### src/rtl/i2s_rx_master_ctrl.sv
// I2S master receive controller: generates SCK and WS for an external
// codec, deserialises SD into left/right samples and hands each stereo
// frame downstream over a valid/ready handshake.
module i2s_rx_master_ctrl #(
  parameter int DATA_W  = 24,
  parameter int SLOT_W  = 32,
  parameter int CLK_DIV = 4
) (
  input  logic              clk_i,
  input  logic              rst_ni,
  input  logic              en_i,
  input  logic              sd_i,
  output logic              sck_o,
  output logic              ws_o,
  output logic [DATA_W-1:0] left_o,
  output logic [DATA_W-1:0] right_o,
  output logic              valid_o,
  input  logic              ready_i,
  output logic              ovr_o,
  output logic              busy_o
);

  localparam int BC_W  = $clog2(2 * SLOT_W);
  localparam int DIV_W = $clog2(CLK_DIV);

  localparam logic [DIV_W-1:0] DIV_LAST = DIV_W'(CLK_DIV - 1);
  localparam logic [BC_W-1:0]  CNT_LAST = BC_W'(2 * SLOT_W - 1);
  localparam logic [BC_W-1:0]  WS_LO    = BC_W'(SLOT_W - 1);
  localparam logic [BC_W-1:0]  WS_HI    = BC_W'(2 * SLOT_W - 2);
  localparam logic [BC_W-1:0]  L_LAST   = BC_W'(DATA_W - 1);
  localparam logic [BC_W-1:0]  R_FIRST  = BC_W'(SLOT_W);
  localparam logic [BC_W-1:0]  R_LAST   = BC_W'(SLOT_W + DATA_W - 1);

  typedef enum logic [1:0] {
    IDLE = 2'd0,
    SYNC = 2'd1,
    RUN  = 2'd2,
    STOP = 2'd3
  } state_e;

  state_e              state_q, state_d;
  logic [DIV_W-1:0]    div_q, div_d;
  logic                sck_q, sck_d;
  logic                ws_q, ws_d;
  logic                first_q, first_d;
  logic [BC_W-1:0]     bit_cnt_q, bit_cnt_d;
  logic [DATA_W-1:0]   left_sh_q, left_sh_d;
  logic [DATA_W-1:0]   right_sh_q, right_sh_d;
  logic [DATA_W-1:0]   left_q, left_d;
  logic [DATA_W-1:0]   right_q, right_d;
  logic                valid_q, valid_d;
  logic                ovr_q, ovr_d;

  logic                term;
  logic                rise;
  logic                fall;
  logic                wrap;
  logic                frame_done;
  logic                publish;
  logic [BC_W-1:0]     bit_nxt;
  logic [DATA_W-1:0]   left_nxt;
  logic [DATA_W-1:0]   right_nxt;

  // The first terminal count after leaving IDLE only extends the low half,
  // so the codec sees a full SCK period of settled low clock before the
  // first rising edge.
  assign term       = (state_q != IDLE) && (div_q == DIV_LAST);
  assign rise       = term && !sck_q && !first_q;
  assign fall       = term && sck_q;
  assign bit_nxt    = (bit_cnt_q == CNT_LAST) ? '0 : bit_cnt_q + 1'b1;
  assign wrap       = fall && (bit_cnt_q == CNT_LAST);
  assign frame_done = rise && (bit_cnt_q == R_LAST);
  assign publish    = frame_done && ((state_q == RUN) || (state_q == STOP));
  assign left_nxt   = (left_sh_q << 1) | DATA_W'(sd_i);
  assign right_nxt  = (right_sh_q << 1) | DATA_W'(sd_i);

  // Sequencer: SYNC discards one frame, STOP always finishes the frame.
  always_comb begin
    state_d = state_q;
    case (state_q)
      IDLE: if (en_i) state_d = SYNC;
      SYNC: begin
        if (!en_i)     state_d = STOP;
        else if (wrap) state_d = RUN;
      end
      RUN:  if (!en_i) state_d = STOP;
      STOP: begin
        if (en_i)      state_d = RUN;
        else if (wrap) state_d = IDLE;
      end
      default: state_d = IDLE;
    endcase
  end

  // Clock generation, bit counting, capture and the output handshake.
  always_comb begin
    div_d      = div_q;
    sck_d      = sck_q;
    ws_d       = ws_q;
    first_d    = first_q;
    bit_cnt_d  = bit_cnt_q;
    left_sh_d  = left_sh_q;
    right_sh_d = right_sh_q;
    left_d     = left_q;
    right_d    = right_q;
    valid_d    = valid_q;
    ovr_d      = 1'b0;

    if (state_q == IDLE) begin
      div_d      = '0;
      sck_d      = 1'b0;
      ws_d       = 1'b0;
      first_d    = 1'b1;
      bit_cnt_d  = '0;
      left_sh_d  = '0;
      right_sh_d = '0;
    end else begin
      div_d = term ? '0 : div_q + 1'b1;
      if (term && first_q) begin
        first_d = 1'b0;
      end else if (term) begin
        sck_d = !sck_q;
      end
      if (fall) begin
        bit_cnt_d = bit_nxt;
        ws_d      = (bit_nxt >= WS_LO) && (bit_nxt <= WS_HI);
      end
      if (rise) begin
        if (bit_cnt_q <= L_LAST) begin
          left_sh_d = left_nxt;
        end
        if ((bit_cnt_q >= R_FIRST) && (bit_cnt_q <= R_LAST)) begin
          right_sh_d = right_nxt;
        end
      end
    end

    if (publish) begin
      left_d  = left_sh_q;
      right_d = right_nxt;
      valid_d = 1'b1;
      ovr_d   = valid_q && !ready_i;
    end else if (valid_q && ready_i) begin
      valid_d = 1'b0;
    end
  end

  // State and datapath registers.
  always_ff @(posedge clk_i or negedge rst_ni) begin
    if (!rst_ni) begin
      state_q    <= IDLE;
      div_q      <= '0;
      sck_q      <= 1'b0;
      ws_q       <= 1'b0;
      first_q    <= 1'b1;
      bit_cnt_q  <= '0;
      left_sh_q  <= '0;
      right_sh_q <= '0;
      left_q     <= '0;
      right_q    <= '0;
      valid_q    <= 1'b0;
      ovr_q      <= 1'b0;
    end else begin
      state_q    <= state_d;
      div_q      <= div_d;
      sck_q      <= sck_d;
      ws_q       <= ws_d;
      first_q    <= first_d;
      bit_cnt_q  <= bit_cnt_d;
      left_sh_q  <= left_sh_d;
      right_sh_q <= right_sh_d;
      left_q     <= left_d;
      right_q    <= right_d;
      valid_q    <= valid_d;
      ovr_q      <= ovr_d;
    end
  end

  assign sck_o   = sck_q;
  assign ws_o    = ws_q;
  assign left_o  = left_q;
  assign right_o = right_q;
  assign valid_o = valid_q;
  assign ovr_o   = ovr_q;
  assign busy_o  = (state_q != IDLE);

endmodule

### config.mk
export PLATFORM = sky130hd
export DESIGN_NAME = i2s_rx_master_ctrl
export DESIGN_NICKNAME = d
export VERILOG_FILES = /design/src/rtl/i2s_rx_master_ctrl.sv
export SDC_FILE = /design/constraint.sdc
export NUM_CORES = 1
export LEC_CHECK = 0
export CAP_MARGIN = 20
export CORE_UTILIZATION = 55
export DETAILED_ROUTE_END_ITERATION = 7
export GPL_TIMING_DRIVEN = 0
export PLACE_DENSITY = 0.79
export SLEW_MARGIN = 40
export SYNTH_ARGS = -nofsm -noshare
export SYNTH_HDL_FRONTEND = slang
export SYNTH_SLANG_ARGS = --single-unit
### constraint.sdc
create_clock -name clk_i -period 2.5 [get_ports clk_i]
set_clock_uncertainty 0.2 [all_clocks]
set_input_delay 0.25 -clock clk_i [delete_from_list [all_inputs] [get_ports clk_i]]
set_output_delay 0.25 -clock clk_i [all_outputs]
set_load 0.01 [all_outputs]
==> flow_metrics.py, run 1 <==
metrics = {
    "timing": {
        "slew_viol_final": 0,
        "hold_viol_final": 0,
        "relSlewSlack_pct": 65.2,
        "period_share_pct": 96.3,
        "max_freq_ghz": 0.415,
        "tns_ns": 0,
        "fin_ws_ns": 0.0917,
        "finalCriticalPeriod_ns": 2.41,
        "finalSetupViolCount": 0,
        "tightest_slew_ns": 0.522,
        "rsz0062_at_grt": "yes",
    },
    "clock_tree": {
        "cts.sinks": 110,
        "clk_pin_slew_ns": 0.10,
        "cts_buffer_depth": 2,
        "cts_buffers": 9,
        "cts_max_level": 3,
        "clock_latency_ns": 0.37,
        "cts_tree": "done",
        "root_buffer": "clkbuf_8",
    },
    "placed_design": {
        "io_buffers": 57,
        "dpl.hpwl_microns": 5720,
        "gp_congestion": 0.809,
        "dp_slack_ns": 0.0679,
    },
    "synth": {
        "netlist_area_sq_mm": 0.00445,
        "synth_cell_types": 34,
        "syn-mean-instance-area_sq_um": 11.4,
        "synth-seq-area-share_pct": 61.9,
        "synthCells": 391,
        "synth.largest_area_cell": "dfrtp_1",
        "synth.net_count": 401,
        "ys_ff_latch": 110,
        "synthTopCellsByArea": "dfrtp_1 61%, nand2_1 8.9%, mux2_2 7.3%, mux2_1 5.1%, o21ai_0 3.2%",
        "synth_top_area_share_pct": 61.4,
        "ys_warn_count": 0,
    },
    "global_routing": {
        "grt_overflow": 0,
        "grt_pass1_wl_microns": 14200,
        "grt_util_met3_pct": 2.99,
        "antenna_found_initial": 0,
        "busiest_layer": "met2",
        "grt_pass1_vias": 2978,
        "grt_use_met2_pct": 35.9,
        "globalRouteTotalUtil_pct": 21.6,
        "use_met1_pct": 28.9,
        "grt_max_degree": 63,
    },
    "flow_run": {
        "max_cap_violations": 0,
    },
    "detailed_routing": {
        "ant_nets": 0,
        "viasPerCell": 5.42,
        "firstDrtPassIters": 5,
        "wl_microns": 8420,
        "drt-initial-drc-count": 150,
        "wl_per_cell_microns": 14.8,
        "vias": 3085,
        "drc_errors": 0,
    },
    "run_status": {
        "status": "complete, no violations",
    },
    "floorplanning": {
        "rows": 32,
        "start_util_pct": 57.2,
        "core_sq_mm": 0.00777,
        "dieArea_sq_mm": 0.00845,
        "io_pins": 58,
        "dieWidth_microns": 91.9,
        "die_y_microns": 91.9,
    },
    "setup_path": {
        "ff2ff_path_depth": 5,
        "worstPathRequired_ns": 2.56,
        "cp.arrival_ns": 2.47,
        "path_max_fanout": 10,
        "path_class": "reg -> reg",
        "r2r_start": "div_q[0]$_DFF_PN0_",
        "cp-end-kind": "flip-flop",
        "rrSetupSlack_ns": 0.09,
        "worstSetupStartpointType": "flip-flop",
        "r2r-end": "right_o[6]$_DFFE_PN0P_",
    },
    "hold_path": {
        "hold_class": "in -> async",
    },
    "pwr": {
        "p_leak_nw": 2.59,
        "power_w": 0.00349,
        "max-vdd-ir-drop_uv": 334,
        "p_per_area_mw_per_mm2": 643,
    },
    "final_layout": {
        "final_common_cell": "dfrtp_1",
        "layout_common_cells": "109 x dfrtp_1, 105 x nand2_1, 56 x clkdlybuf4s50_1",
        "drive_gt1_share_pct": 14.6,
        "area_growth_syn_to_layout_pct": 22.3,
        "nets": 472,
        "n_antenna_cell": 0,
    },
}
==> what timing repair did <==
action	4_1_cts	5_1_grt
hold endpoints to repair	110	0
setup buffers	0	2
setup endpoints to repair	1	43
resized for setup	2	6
cloned	0	0
hold buffers	1	0
==> cells in the mapped netlist <==
cell type / number
a211oi_1: 1
a211oi_2: 1
a21o_1: 1
a21oi_1: 11
a31o_2: 1
and2_1: 3
buf_1: 2
buf_2: 9
buf_4: 1
buf_6: 2
clkbuf_1: 6
dfrtp_1: 109
dfstp_2: 1
ha_1: 5
inv_1: 3
inv_2: 1
mux2_1: 20
mux2_2: 29
mux2i_1: 2
nand2_1: 105
nand2b_1: 2
nand3_1: 24
nand4_1: 1
nor2_1: 7
nor2b_1: 2
nor3_1: 3
nor4_4: 1
o211ai_1: 1
o21ai_0: 28
o31ai_1: 2
or3_1: 2
or3b_4: 1
or4_1: 2
xor2_1: 2
==> sequential cells by signal, summed over array words and instances, names as in the netlist <==
signal	flops
ws_o	1
sck_o	1
ovr_o	1
bit_cnt_q	6
first_q	1
left_sh_q	24
valid_o	1
right_o	24
right_sh_q	23
state_q	2
left_o	24
div_q	2
==> kinds of logic after synthesis <==
family,count (synthesis),share of synthesized area (%)
xor gates and xnor gates,2,0.394
adders and majority gates,5,1.41
AOI/OAI and AO/OA,46,5.71
muxes,51,12.9
buffers and inverters,24,2.70
DFF,110,61.9
and+or+nand+nor,153,15.0
==> worst max-delay path, cell delays in order, from the launching register on <==
cell and delay (ns):
dfrtp_1 0.36, ha_1 0.23, or3b_4 0.45, nor4_4 0.36
buf_2 0.34, mux2_2 0.37
==> through the flow <==
| stage | cells | util, % | hold slack, ns | cell area (sq um) |
|---|---|---|---|---|
| after global routing | 569 | 70.0 | 0.188 | 5440 |
| after detailed placement | 551 | 66.6 | -0.0260 | 5180 |
| after global placement | 550 | 66.2 | 0.228 | 5140 |
| final | 569 | 70.0 | 0.160 | 5440 |
| after CTS | 567 | 69.5 | 0.167 | 5400 |
| after floorplan | 391 | - | -0.246 | 4450 |
==> worst max-delay path by stage <==
stage / start / to / slack (ns)
after CTS: div_q[0]$_DFF_PN0_ / left_o[8]$_DFFE_PN0P_ / 0.04
after floorplan: div_q[0]$_DFF_PN0_ / left_o[10]$_DFFE_PN0P_ / 0.27
final: div_q[0]$_DFF_PN0_ / right_o[6]$_DFFE_PN0P_ / 0.09
after detailed placement: div_q[0]$_DFF_PN0_ / left_o[8]$_DFFE_PN0P_ / 0.07
after global routing: div_q[0]$_DFF_PN0_ / left_o[0]$_DFFE_PN0P_ / -0.01
after global placement: rst_ni / right_o[10]$_DFFE_PN0P_ / -3.02
==> area by class of cell <==
| type | count | area (sq um) |
|---|---|---|
| repair buffers | 61 | 628 |
| flip-flops and latches | 110 | 2750 |
| well taps | 102 | 128 |
| plain buffers | 19 | 113 |
| fillers | 575 | 2330 |
| clock buffers | 11 | 141 |
| clock inverters | 5 | 67.6 |
| multi-input cells | 257 | 1590 |
| inverters | 4 | 15.0 |
==> routing by layer <==
layer | share of wire (%) | up-vias | routed length (microns)
met1 | 44 | 1543 | 3730
li1 | - | 1453 | -
met4 | 1.5 | 0 | 129
met2 | 51 | 79 | 4270
met3 | 3.4 | 10 | 289
met5 | 0 | - | 0
==> report_power, final <==
| group | switching [W] | internal (W) |
|---|---|---|
| combinational | 0.000272 | 0.000162 |
| sequential | 0.0000860 | 0.00187 |
| clock | 0.000599 | 0.000504 |
Power figures use the tool's default switching activity.
==> inputs of run 2 (changes only) <==
- SKIP_LAST_GASP: unset -> 1
==> run 2 against run 1 <==
Power decreased by 0.27%. First-iteration DRC count increased by 7.3%. Utilization decreased by 0.097 points. Combinational power is 1% lower. Sequential share of layout area rose by 0.070 points. Non-clock buffer count unchanged. Clock power about the same. Sequential cell count did not move. Largest cell class unchanged. Largest power group unchanged. Highest routed layer unchanged.
==> flow_metrics.py, run 2 (synthesized netlist as in run 1, its figures left out) <==
metrics = {
    "detailed_routing": {
        "wl_per_cell_microns": 14.7,
        "vias": 3082,
        "viasPerCell": 5.42,
        "drt-initial-drc-count": 161,
        "drc_errors": 0,
        "wl_met2_microns": 4290,
        "firstDrtPassIters": 5,
        "wl_microns": 8340,
        "drt-met1-wl_microns": 3630,
        "ant_nets": 0,
        "top_layer": "met4",
        "dr_wl_met3_microns": 302,
    },
    "timing": {
        "period_share_pct": 95.9,
        "rsz0062_at_grt": "yes",
        "finalSetupViolCount": 0,
        "finalCriticalPeriod_ns": 2.40,
        "max_freq_ghz": 0.417,
        "slew_viol_final": 0,
        "relSlewSlack_pct": 65.2,
        "hold_viol_final": 0,
        "tightest_slew_ns": 0.521,
    },
    "placed_design": {
        "io_buffers": 57,
        "dpl.hpwl_microns": 5720,
        "dp.cells": 551,
        "gp_congestion": 0.809,
        "placed_area_sq_mm": 0.00518,
    },
    "global_routing": {
        "grt_pass1_wl_microns": 14200,
        "grt_pass1_vias": 2978,
        "globalRouteTotalUtil_pct": 21.6,
        "grt_overflow": 0,
        "grt_max_degree": 63,
        "antenna_found_initial": 0,
    },
    "final_layout": {
        "area_growth_syn_to_layout_pct": 22.1,
        "layout_common_cells": "109 x dfrtp_1, 105 x nand2_1, 56 x clkdlybuf4s50_1",
        "drive_gt1_share_pct": 14.6,
        "fin_area_sq_mm": 0.00543,
        "fillers": 577,
        "final_common_cell": "dfrtp_1",
        "finalNonFillerCells": 569,
        "nets": 472,
        "multi_input_area_sq_mm": 0.00158,
        "n_antenna_cell": 0,
        "regArea_sq_mm": 0.00275,
    },
    "setup_path": {
        "cp-end-kind": "flip-flop",
        "worstPathRequired_ns": 2.56,
        "worstSetupStartpointType": "flip-flop",
        "r2r_start": "div_q[0]$_DFF_PN0_",
        "path_max_fanout": 10,
        "cp.arrival_ns": 2.46,
        "r2r-end": "right_o[17]$_DFFE_PN0P_",
        "ff2ff_path_depth": 5,
        "rrSetupSlack_ns": 0.10,
        "path_class": "reg -> reg",
    },
    "floorplanning": {
        "rows": 32,
        "start_util_pct": 57.2,
        "die_y_microns": 91.9,
        "dieArea_sq_mm": 0.00845,
        "core_sq_mm": 0.00777,
        "io_pins": 58,
        "dieWidth_microns": 91.9,
    },
    "hold_path": {
        "hold_class": "in -> async",
    },
    "clock_tree": {
        "cts.sinks": 110,
        "cts_max_level": 3,
        "cts_buffers": 9,
        "clk_pin_slew_ns": 0.10,
        "clock_latency_ns": 0.37,
        "cts_buffer_depth": 2,
        "root_buffer": "clkbuf_8",
        "cts_tree": "done",
    },
    "pwr": {
        "max-vdd-ir-drop_uv": 331,
        "internal_power_w": 0.00253,
        "p_per_area_mw_per_mm2": 642,
        "switchingPower_w": 0.000950,
        "comb_power_share_pct": 12.3,
        "pwr-share-clk_pct": 31.5,
        "switching_share_pct": 27.3,
        "p_leak_nw": 2.59,
        "seqPwrFrac_pct": 56.2,
    },
    "flow_run": {
        "max_cap_violations": 0,
    },
    "run_status": {
        "status": "complete, no violations",
    },
}
==> run 2: cell counts in the layout (fill, tap and decap cells not counted) <==
Identical to the previous run, type by type.
==> run 2: through the flow <==
step                util [%]  setup TNS (ns)  worst slack, ns  total power [W]  hold WS [ns]
CTS                     69.5               0           0.0418          0.00350         0.167
global route            69.9         -0.0578          -0.0270          0.00364         0.188
global placement        66.2         -330.08            -3.02          0.00238         0.228
floorplan                  -               0            0.268          0.00224        -0.246
finish                  69.9               0            0.103          0.00348         0.160
detailed placement      66.6               0           0.0679          0.00241       -0.0260
==> run 2: worst max path at each step <==
stage | cells past startpoint | endpoint | slack [ns] | from
3_3_place_gp | 1 | right_o[10]$_DFFE_PN0P_ | -3.02 | rst_ni
2_1_floorplan | 6 | left_o[10]$_DFFE_PN0P_ | 0.27 | div_q[0]$_DFF_PN0_
6_report | 5 | right_o[17]$_DFFE_PN0P_ | 0.10 | div_q[0]$_DFF_PN0_
3_5_place_dp | 6 | left_o[8]$_DFFE_PN0P_ | 0.07 | div_q[0]$_DFF_PN0_
4_1_cts | 6 | left_o[8]$_DFFE_PN0P_ | 0.04 | div_q[0]$_DFF_PN0_
5_1_grt | 8 | left_sh_q[10]$_DFFE_PN0P_ | -0.03 | div_q[0]$_DFF_PN0_
==> run 2: power groups by stage <==
stage,clock (W),sequential (W),combinational (W)
CTS,0.00112,0.00196,0.000421
detailed placement,0,0.00199,0.000417
global route,0.00119,0.00197,0.000488
finish,0.00110,0.00196,0.000427
global placement,0,0.00198,0.000392
floorplan,0,0.00197,0.000273
==> run 2: repair_timing <==
action	CTS	global route
hold buffers	1	0
setup endpoints to repair	1	43
resized for setup	2	5
buffers inserted	0	2
pin swaps	0	0
endpoints found under the hold margin	110	0
==> run 2: worst max-delay path: stages (launching register included) <==
cell and delay, ns:
dfrtp_1 0.36, ha_1 0.23, or3b_4 0.44, nor4_4 0.35, buf_2 0.33, mux2_2 0.38
==> run 2: area by class of cell <==
cell class                      count  share of cell area, %
Clock buffer                       11                   2.60
Clock inverter                      5                   1.24
Timing Repair Buffer               61                   11.6
Sequential cell                   110                   50.7
Buffer                             19                   2.07
Tap cell                          102                   2.35
Inverter                            4                  0.277
Multi-Input combinational cell    257                   29.1
==> run 2: per-layer routing <==
metal | vias up | track usage, %
met5 | - | 0
met4 | 0 | 8.20
met3 | 9 | 2.99
met2 | 79 | 35.9
met1 | 1536 | 28.9
li1 | 1458 | -
==> inputs of run 3 (changes only) <==
- REMOVE_ABC_BUFFERS: unset -> 1
- clock period: 2.5 -> 2.3 ns (I/O delays scaled with it)
==> run 3 against run 2 <==
Final area is 1.6% higher. Utilization is 1.1 points higher. Worst hold slack worse by 0.052 ns. Highest routed layer unchanged. Die area stayed put. Power is 9.1% higher. Critical endpoint is now left_o[22]$_DFFE_PN0P_. Largest power group unchanged.
==> flow_metrics.py, run 3 (synthesized netlist as in run 1, its figures left out) <==
metrics = {
    "clock_tree": {
        "clock_latency_ns": 0.37,
        "cts_buffer_depth": 2,
        "cts_buffers": 9,
        "clk_pin_slew_ns": 0.10,
        "cts.sinks": 110,
        "root_buffer": "clkbuf_8",
        "cts_tree": "done",
        "cts_max_level": 3,
    },
    "floorplanning": {
        "rows": 32,
        "dieArea_sq_mm": 0.00845,
        "dieWidth_microns": 91.9,
        "die_y_microns": 91.9,
        "core_sq_mm": 0.00777,
        "start_util_pct": 57.2,
        "io_pins": 58,
    },
    "timing": {
        "tightest_slew_ns": 0.495,
        "period_share_pct": 96.9,
        "hold_viol_final": 0,
        "max_freq_ghz": 0.449,
        "finalSetupViolCount": 0,
        "relSlewSlack_pct": 67.0,
        "finalCriticalPeriod_ns": 2.23,
        "slew_viol_final": 0,
    },
    "run_status": {
        "status": "complete, no violations",
    },
    "placed_design": {
        "dpl.hpwl_microns": 5380,
        "gp_congestion": 0.876,
        "placed_area_sq_mm": 0.00515,
        "io_buffers": 57,
    },
    "detailed_routing": {
        "drt-initial-drc-count": 227,
        "wl_microns": 8540,
        "viasPerCell": 5.41,
        "ant_nets": 0,
        "vias": 3041,
        "firstDrtPassIters": 5,
        "drc_errors": 0,
        "wl_per_cell_microns": 15.2,
    },
    "final_layout": {
        "area_growth_syn_to_layout_pct": 24.1,
        "drive_gt1_share_pct": 16.1,
        "fillers": 560,
        "multi_input_area_sq_mm": 0.00163,
        "regArea_sq_mm": 0.00276,
        "layout_common_cells": "107 x dfrtp_1, 104 x nand2_1, 56 x clkdlybuf4s50_1",
        "nets": 467,
        "final_common_cell": "dfrtp_1",
        "n_antenna_cell": 0,
        "fin_area_sq_mm": 0.00552,
    },
    "pwr": {
        "p_per_area_mw_per_mm2": 689,
        "p_leak_nw": 2.61,
        "power_w": 0.00380,
        "max-vdd-ir-drop_uv": 404,
    },
    "hold_path": {
        "hold_class": "in -> async",
    },
    "setup_path": {
        "worstPathRequired_ns": 2.35,
        "slowest_stage": "or3b_4",
        "path_delay_family": "simple AND/OR/NAND/NOR gates",
        "cp-end-kind": "flip-flop",
        "cp.arrival_ns": 2.28,
        "max_stage_delay_ns": 0.42,
        "cp.buffers_inverters": 3,
        "worstSetupStartpointType": "flip-flop",
        "path_max_fanout": 5,
        "rrSetupSlack_ns": 0.07,
        "path_class": "reg -> reg",
        "crit_chain": "ha_4 -> or3b_4 -> nor4_4 -> buf_4 -> buf_8 -> clkbuf_16 -> mux2_1",
    },
    "global_routing": {
        "grt_overflow": 0,
        "grt_pass1_wl_microns": 14200,
        "globalRouteTotalUtil_pct": 21.7,
        "grt_max_degree": 76,
        "grt_pass1_vias": 2852,
        "antenna_found_initial": 0,
    },
    "flow_run": {
        "max_cap_violations": 0,
    },
}
[run 3: changes by cell type in the layout (fill, tap and decap cells not counted), moves of 3 or more]
cell,previous run,this run
buf_4,2,8
buf_8,1,5
buf_2,6,0
clkbuf_1,7,1
clkbuf_4,3,0
[run 3: layout make-up]
type | instances | share of cell area [%]
Tap cell | 102 | 2.31
Sequential cell | 110 | 50.0
Clock buffer | 11 | 2.56
Inverter | 4 | 0.408
Multi-Input combinational cell | 258 | 29.6
Timing Repair Buffer | 74 | 14.3
Clock inverter | 3 | 0.839
[run 3: path summary, 6_finish.rpt]
path | start | to | depth (start not counted)
worst max register to register | div_q[0]$_DFF_PN0_ | left_o[22]$_DFFE_PN0P_ | 7
worst min register to register | right_sh_q[15]$_DFFE_PN0P_ | right_sh_q[16]$_DFFE_PN0P_ | 2
worst max-delay path | div_q[0]$_DFF_PN0_ | left_o[22]$_DFFE_PN0P_ | 7
max in group asynchronous | rst_ni | right_o[15]$_DFFE_PN0P_ | 3
min in group clk_i | sd_i | right_sh_q[0]$_DFFE_PN0P_ | 3
worst min-delay path | rst_ni | left_sh_q[14]$_DFFE_PN0P_ | 2
[run 3: metal layers]
metal | vias to the layer above | global-route usage (%) | part of all wire [%] | wire length (microns)
met1 | 1522 | 30.1 | 45 | 3860
li1 | 1448 | - | - | -
met3 | 12 | 3.48 | 3.3 | 280
met2 | 59 | 34.1 | 50 | 4250
met5 | - | 0 | 0 | 0
met4 | 0 | 9.64 | 1.7 | 144
[run 3: metrics by stage]
stage	setup slack (ns)	hold WS (ns)	instances	setup TNS (ns)	util, %
detailed placement	-0.430	-0.0784	538	-14.13	66.3
finish	0.0716	0.108	562	0	71.0
CTS	-0.0677	0.113	559	-0.177	69.8
global route	-0.00374	0.122	562	-0.00728	71.0
global placement	-3.25	0.226	530	-488.36	64.9
floorplan	-1.09	-0.266	371	-72.64	-
[run 3: power breakdown]
part           switching, W  internal [W]
Combinational      0.000304      0.000213
Clock              0.000613      0.000524
Sequential         0.000109       0.00204
[run 3: timing repair]
action	4_1_cts	5_1_grt
pin swaps	3	1
endpoints found under the hold margin	110	0
hold buffers	1	0
gates cloned	1	1
setup buffers	6	3
gates resized for setup	9	11
endpoints found under the setup margin	83	58
